$ cat config.mk
export PLATFORM = sky130hd
export DESIGN_NAME = alu_packet_engine_flat
export DESIGN_NICKNAME = d
export VERILOG_FILES = /design/src/rtl/alu_packet_engine_if.sv /design/src/rtl/alu_packet_engine.sv /design/src/flat_wrapper.sv
export SDC_FILE = /design/constraint.sdc
export NUM_CORES = 2
export LEC_CHECK = 0
export CAP_MARGIN = 30
export CORE_MARGIN = 4
export CORE_UTILIZATION = 40
export DETAILED_ROUTE_END_ITERATION = 7
export PLACE_DENSITY_LB_ADDON = 0.2
export SLEW_MARGIN = 25
export SYNTH_ARGS = -nofsm -noshare
export SYNTH_HDL_FRONTEND = slang
export SYNTH_SLANG_ARGS = --single-unit
$ cat constraint.sdc
create_clock -name clk_i -period 10 [get_ports clk_i]
set_input_delay 2.5 -clock clk_i [delete_from_list [all_inputs] [get_ports clk_i]]
set_output_delay 2.5 -clock clk_i [all_outputs]
set_load 0.03 [all_outputs]
$ cat src/rtl/alu_packet_engine_if.sv
// alu_packet_engine_if
//   Byte-stream bundle between the UART side and alu_packet_engine.
//
//   Handshake: a byte moves on a rising clock edge where its valid and ready
//   are both high. A producer holds data and valid stable until that transfer.
//   A consumer may raise or lower ready at any time.
//
//   Signals
//     rx_data_i  [7:0]  incoming command byte
//     rx_valid_i        incoming byte valid
//     rx_ready_o        engine accepts an incoming byte
//     tx_data_o  [7:0]  outgoing response byte
//     tx_valid_o        outgoing byte valid
//     tx_ready_i        sink accepts an outgoing byte
//     busy_o            packet in progress
//     err_o             one-cycle pulse on a non-zero status byte
//     state_dbg  [2:0]  current parser state, for observation only
//
//   Modports: master = byte source/sink (UART side), slave = engine.
interface alu_packet_engine_if;
   logic [7:0] rx_data_i;
   logic       rx_valid_i;
   logic       rx_ready_o;
   logic [7:0] tx_data_o;
   logic       tx_valid_o;
   logic       tx_ready_i;
   logic       busy_o;
   logic       err_o;
   logic [2:0] state_dbg;

   modport master (
      output rx_data_i, rx_valid_i, tx_ready_i,
      input  rx_ready_o, tx_data_o, tx_valid_o, busy_o, err_o, state_dbg
   );

   modport slave (
      input  rx_data_i, rx_valid_i, tx_ready_i,
      output rx_ready_o, tx_data_o, tx_valid_o, busy_o, err_o, state_dbg
   );
endinterface

$ cat src/rtl/alu_packet_engine.sv
// alu_packet_engine
//   Parses a framed command from a byte stream:
//     opcode, reserved, count[7:0], count[15:8], count operands
//   Each operand is WIDTH_P/8 bytes, sent little-endian.
//   The operands are reduced with add, multiply, xor, unsigned min or unsigned
//   max, all modulo 2^WIDTH_P.
//   The reply is a status byte: 00 ok, 01 bad opcode, 02 bad count.
//   On ok, WIDTH_P/8 result bytes follow, LSB first.
//   A bad frame still has its operand bytes consumed, so the stream stays in
//   sync with the sender.
//
//   Ports
//     clk_i  clock
//     rst_i  asynchronous active-high reset
//     bus    alu_packet_engine_if.slave (rx/tx byte streams, busy, err, state)
module alu_packet_engine #(
   parameter int WIDTH_P        = 32,
   parameter int MAX_OPERANDS_P = 255
) (
   input logic                clk_i,
   input logic                rst_i,
   alu_packet_engine_if.slave bus
);
   localparam int BYTES = WIDTH_P / 8;

   typedef enum logic [2:0] {
      S_OPCODE  = 3'd0,
      S_RSV     = 3'd1,
      S_LEN_LO  = 3'd2,
      S_LEN_HI  = 3'd3,
      S_OPERAND = 3'd4,
      S_DRAIN   = 3'd5,
      S_STATUS  = 3'd6,
      S_DATA    = 3'd7
   } state_t;

   state_t             state_q;
   logic [7:0]         opcode_q;
   logic [7:0]         len_lo_q;
   logic [7:0]         status_q;
   logic [15:0]        left_q;      // operands still to be received
   logic [2:0]         byte_idx_q;  // byte position inside current operand
   logic [3:0]         tx_idx_q;    // result bytes presented so far
   logic [23:0]        drain_q;     // bytes left to discard; wide enough for 65535*8
   logic               first_q;
   logic [WIDTH_P-1:0] shift_q;
   logic [WIDTH_P-1:0] acc_q;
   logic [WIDTH_P-1:0] res_q;

   logic               rx_fire;
   logic               tx_fire;
   logic [15:0]        len;
   logic [7:0]         len_status;
   logic [WIDTH_P-1:0] operand;
   logic [WIDTH_P-1:0] combined;

   assign rx_fire = bus.rx_valid_i & bus.rx_ready_o;
   assign tx_fire = bus.tx_valid_o & bus.tx_ready_i;
   assign len     = {bus.rx_data_i, len_lo_q};
   // New byte enters at the top; after BYTES bytes the first one sits in bits [7:0].
   assign operand = WIDTH_P'({bus.rx_data_i, shift_q} >> 8);
   assign bus.state_dbg = state_q;

   // A bad count takes priority over a bad opcode.
   always_comb begin
      len_status = 8'h00;
      if (len == 16'd0 || 32'(len) > 32'(MAX_OPERANDS_P))
         len_status = 8'h02;
      else if (opcode_q < 8'h10 || opcode_q > 8'h14)
         len_status = 8'h01;
   end

   always_comb begin
      combined = acc_q;
      case (opcode_q)
         8'h10:   combined = acc_q + operand;
         8'h11:   combined = acc_q * operand;
         8'h12:   combined = acc_q ^ operand;
         8'h13:   combined = (operand < acc_q) ? operand : acc_q;
         8'h14:   combined = (operand > acc_q) ? operand : acc_q;
         default: combined = acc_q;
      endcase
   end

   always_ff @(posedge clk_i or posedge rst_i) begin
      if (rst_i) begin
         state_q        <= S_OPCODE;
         opcode_q       <= '0;
         len_lo_q       <= '0;
         status_q       <= '0;
         left_q         <= '0;
         byte_idx_q     <= '0;
         tx_idx_q       <= '0;
         drain_q        <= '0;
         first_q        <= 1'b0;
         shift_q        <= '0;
         acc_q          <= '0;
         res_q          <= '0;
         bus.rx_ready_o <= 1'b1;
         bus.tx_valid_o <= 1'b0;
         bus.tx_data_o  <= '0;
         bus.busy_o     <= 1'b0;
         bus.err_o      <= 1'b0;
      end else begin
         bus.err_o <= 1'b0;
         case (state_q)
            S_OPCODE: if (rx_fire) begin
               opcode_q   <= bus.rx_data_i;
               bus.busy_o <= 1'b1;
               state_q    <= S_RSV;
            end
            S_RSV: if (rx_fire) state_q <= S_LEN_LO;
            S_LEN_LO: if (rx_fire) begin
               len_lo_q <= bus.rx_data_i;
               state_q  <= S_LEN_HI;
            end
            S_LEN_HI: if (rx_fire) begin
               status_q   <= len_status;
               left_q     <= len;
               byte_idx_q <= '0;
               first_q    <= 1'b1;
               drain_q    <= 24'(len) * 24'(BYTES);
               if (len == 16'd0) begin
                  // Nothing to receive: present the status byte right away.
                  state_q        <= S_STATUS;
                  bus.rx_ready_o <= 1'b0;
                  bus.tx_valid_o <= 1'b1;
                  bus.tx_data_o  <= len_status;
                  bus.err_o      <= 1'b1;
               end else if (len_status != 8'h00) begin
                  state_q <= S_DRAIN;
               end else begin
                  state_q <= S_OPERAND;
               end
            end
            S_OPERAND: if (rx_fire) begin
               shift_q <= operand;
               if (byte_idx_q == 3'(BYTES - 1)) begin
                  byte_idx_q <= '0;
                  first_q    <= 1'b0;
                  acc_q      <= first_q ? operand : combined;
                  left_q     <= left_q - 16'd1;
                  if (left_q == 16'd1) begin
                     state_q        <= S_STATUS;
                     bus.rx_ready_o <= 1'b0;
                     bus.tx_valid_o <= 1'b1;
                     bus.tx_data_o  <= 8'h00;
                  end
               end else begin
                  byte_idx_q <= byte_idx_q + 3'd1;
               end
            end
            S_DRAIN: if (rx_fire) begin
               drain_q <= drain_q - 24'd1;
               if (drain_q == 24'd1) begin
                  state_q        <= S_STATUS;
                  bus.rx_ready_o <= 1'b0;
                  bus.tx_valid_o <= 1'b1;
                  bus.tx_data_o  <= status_q;
                  bus.err_o      <= 1'b1;
               end
            end
            S_STATUS: if (tx_fire) begin
               if (status_q == 8'h00) begin
                  state_q       <= S_DATA;
                  bus.tx_data_o <= acc_q[7:0];
                  res_q         <= acc_q >> 8;
                  tx_idx_q      <= 4'd1;
               end else begin
                  state_q        <= S_OPCODE;
                  bus.tx_valid_o <= 1'b0;
                  bus.busy_o     <= 1'b0;
                  bus.rx_ready_o <= 1'b1;
               end
            end
            S_DATA: if (tx_fire) begin
               if (tx_idx_q == 4'(BYTES)) begin
                  state_q        <= S_OPCODE;
                  bus.tx_valid_o <= 1'b0;
                  bus.busy_o     <= 1'b0;
                  bus.rx_ready_o <= 1'b1;
               end else begin
                  bus.tx_data_o <= res_q[7:0];
                  res_q         <= res_q >> 8;
                  tx_idx_q      <= tx_idx_q + 4'd1;
               end
            end
            default: state_q <= S_OPCODE;
         endcase
      end
   end
endmodule

$ cat src/flat_wrapper.sv
// flat-port wrapper written by rule: the top's interface ports become plain ports
module alu_packet_engine_flat 
#(
   parameter int WIDTH_P        = 32,
   parameter int MAX_OPERANDS_P = 255
)
  (clk_i, rst_i, bus_rx_data_i, bus_rx_valid_i, bus_tx_ready_i, bus_rx_ready_o, bus_tx_data_o, bus_tx_valid_o, bus_busy_o, bus_err_o, bus_state_dbg);
  alu_packet_engine_if bus_i ();
  input logic clk_i;
  input logic rst_i;
  input wire logic [$bits(bus_i.rx_data_i)-1:0] bus_rx_data_i;
  input wire logic [$bits(bus_i.rx_valid_i)-1:0] bus_rx_valid_i;
  input wire logic [$bits(bus_i.tx_ready_i)-1:0] bus_tx_ready_i;
  output wire logic [$bits(bus_i.rx_ready_o)-1:0] bus_rx_ready_o;
  output wire logic [$bits(bus_i.tx_data_o)-1:0] bus_tx_data_o;
  output wire logic [$bits(bus_i.tx_valid_o)-1:0] bus_tx_valid_o;
  output wire logic [$bits(bus_i.busy_o)-1:0] bus_busy_o;
  output wire logic [$bits(bus_i.err_o)-1:0] bus_err_o;
  output wire logic [$bits(bus_i.state_dbg)-1:0] bus_state_dbg;
  assign bus_i.rx_data_i = bus_rx_data_i;
  assign bus_i.rx_valid_i = bus_rx_valid_i;
  assign bus_i.tx_ready_i = bus_tx_ready_i;
  assign bus_rx_ready_o = bus_i.rx_ready_o;
  assign bus_tx_data_o = bus_i.tx_data_o;
  assign bus_tx_valid_o = bus_i.tx_valid_o;
  assign bus_busy_o = bus_i.busy_o;
  assign bus_err_o = bus_i.err_o;
  assign bus_state_dbg = bus_i.state_dbg;
  alu_packet_engine #(.WIDTH_P(WIDTH_P), .MAX_OPERANDS_P(MAX_OPERANDS_P)) u_core (.clk_i(clk_i), .rst_i(rst_i), .bus(bus_i));
endmodule
==> flow_summary.yaml <==
outcome:
  outcome: "finished clean"
yosys:
  ys_warn_count: 0
  synth_area_mm2: 0.0264
  synth_cell_types: 79
  ys_seq_area_share_pct: 15.2
  ys_ff_latch: 161
  postSynthCellCount: 3008
  ys.flop_type: "dfrtp_1"
  avgSynthCellArea_um2: 8.79
  async_flop_share_pct: 100
  syn_nets: 3622
  synth-edff-count: 0
floorplanning:
  die_x_um: 265
  io_pins: 27
  die_h_um: 265
  design.core.area_mm2: 0.0649
  die_area_mm2: 0.0703
  rows: 93
  initial_core_util_pct: 40.7
clock_tree:
  clk_latency_ns: 0.49
  cts_buffers: 17
  hold_buffers: 0
  h-tree-depth: 4
  cts-resized-gates: 0
  cts_tree: "yes"
  clockBufferDepth: 2
  clk_transition_reported_paths_ns: 0.08
  clockRootBuffer: "clkbuf_16"
  cts_setup_buffers: 0
  cts_sinks: 161
global_routing:
  grt_max_degree: 69
  grt_pass1_vias: 22700
  grt_pass1_wl_mm: 141
  grt-ovfl-total: 0
  antenna_found_initial: 0
  grt_usage_pct: 26.2
detailed_routing:
  drcViolationCount: 0
  drt_iter0_markers: 1666
  via_per_inst: 5.65
  ant_nets: 0
  vias: 21600
  firstDrtPassIters: 8
  post_drt_wl_per_cell_um: 23.7
  routed_wl_mm: 90.5
worst_setup_path:
  critPathMaxFanout: 13
  startpoint_type: "input port"
  cp_slowest_stage_delay_ns: 0.55
  path_class: "input port to flip-flop"
  required_ns: 10.35
  critical_path_arrival_ns: 8.66
  path_cells: "clkdlybuf4s50_1, buf_4, nand2_1, fa_1, inv_1, ha_1, fa_1, fa_1, inv_1, fa_1, inv_1, fa_1, fa_1, fa_1, ha_1, nor4b_1, o211ai_1, nand3_1, xnor2_1, a221oi_1, and3_1, o22ai_1"
  cp_slowest_cell: "fa_1"
  end_kind: "flip-flop"
  timing.critical_path.mode_cell: "fa_1"
place:
  place.gp.congestion: 0.956
  dp_slack_ns: 1.18
  io_buffers: 26
  place_hpwl_mm: 67.5
sta:
  tns_ns: 0
  max_slew.worst_pin.slew_ns: 1.02
  worst_slack_ns: 1.69
  rsz0062_at_grt: "false"
  drv_slew: 0
  setup_viol: 0
  hold_viol: 0
  min_period_ns: 8.31
  fin_crit_sh_pct: 83.1
  max_freq_ghz: 0.120
  slew_headroom_pct: 32.3
  fin_skew_ns: 0.0162
min_path:
  worst_hold_path_type: "flip-flop to flip-flop"
final_layout:
  area_delta_synth_final_pct: 7.23
  drive_above_1_share_pct: 5.98
  diodes: 0
  num-nets-final: 3562
  layout_commonest_cell: "inv_1"
  mostFrequentLayoutCells: "inv_1 (450), fa_1 (409), nand2_1 (333), and2_1 (271), ha_1 (193)"
job:
  maxCapViolCount: 0
## state kept, by name, indices dropped and copies added (netlist names), 8 cells and up
name / cells
u_core.acc_q: 32
u_core.drain_q: 24
u_core.res_q: 24
u_core.shift_q: 24
u_core.left_q: 16
u_core.bus.tx_data_o: 8
u_core.len_lo_q: 8
u_core.opcode_q: 8
## worst paths after layout
| kind | startpoint | endpoint | slack, ns | depth (start not counted) |
|---|---|---|---|---|
| setup / recovery | bus_rx_data_i[1] | u_core.acc_q[29] | 1.69 | 22 |
| hold / removal | u_core.res_q[22] | u_core.res_q[22] | 0.48 | 2 |
| setup reg to reg | u_core.shift_q[11] | u_core.acc_q[29] | 1.97 | 23 |
| hold reg to reg | u_core.res_q[22] | u_core.res_q[22] | 0.48 | 2 |
| max in group asynchronous | rst_i | u_core.bus.rx_ready_o | 6.54 | 4 |
| min in group asynchronous | rst_i | u_core.left_q[2] | 2.38 | 2 |
## area by class of cell
cell class	count	area, µm²
flip-flops and latches	161	4040
inverters	455	1710
well taps	855	1070
repair buffers	99	867
clock buffers	17	425
fillers	6404	36600
multi-input cells	2214	20000
clock inverters	15	214
## logic make-up (layout without fill, tap and decap cells)
kind of cell	Yosys count	after routing	share of synthesized area [%]
mux	83	83	3.36
flops	161	161	15.2
xor+xnor	92	92	3.05
simple gates	982	982	18.3
fa+ha+maj	602	602	40.1
compound gates	455	455	10.9
buf+inv	633	586	9.07
## per-layer routing
| layer | wire length [µm] | GRT usage, % |
|---|---|---|
| met5 | 0 | 0 |
| met4 | 2850 | 8.00 |
| met3 | 6010 | 4.01 |
| met2 | 42700 | 43.2 |
| met1 | 38900 | 36.0 |
## synth_stat cells, drive strengths merged, types with 13 or more instances
| cell type | instances | area [µm²] |
|---|---|---|
| mux2i | 37 | 370 |
| buf | 19 | 93.8 |
| or3 | 14 | 87.6 |
| and3 | 14 | 87.6 |
| dfrtp | 160 | 4000 |
| mux2 | 46 | 518 |
| a31oi | 21 | 131 |
| nand2 | 334 | 1260 |
| fa | 409 | 8190 |
| o31ai | 17 | 128 |
| a21o | 21 | 158 |
| nor2 | 174 | 653 |
| a21oi | 150 | 754 |
| inv | 453 | 1700 |
| ha | 193 | 2410 |
| and2 | 271 | 1700 |
| xnor2 | 66 | 578 |
| o21ai | 106 | 531 |
| nor3 | 43 | 220 |
| nand2b | 25 | 156 |
| a32oi | 13 | 114 |
| nand3 | 36 | 180 |
| clkbuf | 159 | 597 |
| xor2 | 26 | 228 |
| nor2b | 14 | 87.6 |
| o22ai | 17 | 106 |
## stage by stage
step / hold slack, ns / area, µm² / instances / utilization (%)
3_3_place_gp: 0.461 / 27600 / 3777 / 42.5
6_report: 0.481 / 28300 / 3816 / 43.7
3_5_place_dp: 0.466 / 27700 / 3781 / 42.6
4_1_cts: 0.483 / 28300 / 3813 / 43.6
2_1_floorplan: 0.448 / 26400 / 3008 / -
5_1_grt: 0.494 / 28300 / 3816 / 43.7
## critical path: cells and delay by family
family	cells	cell delay, ns
compound gates	3	0.52
simple gates	4	0.78
fa+ha+maj	9	3.77
buf+inv	5	0.95
xor+xnor	1	0.11
Power is not shown: default switching activity piles up to over one toggle a cycle in this logic, so the estimate is an artifact.
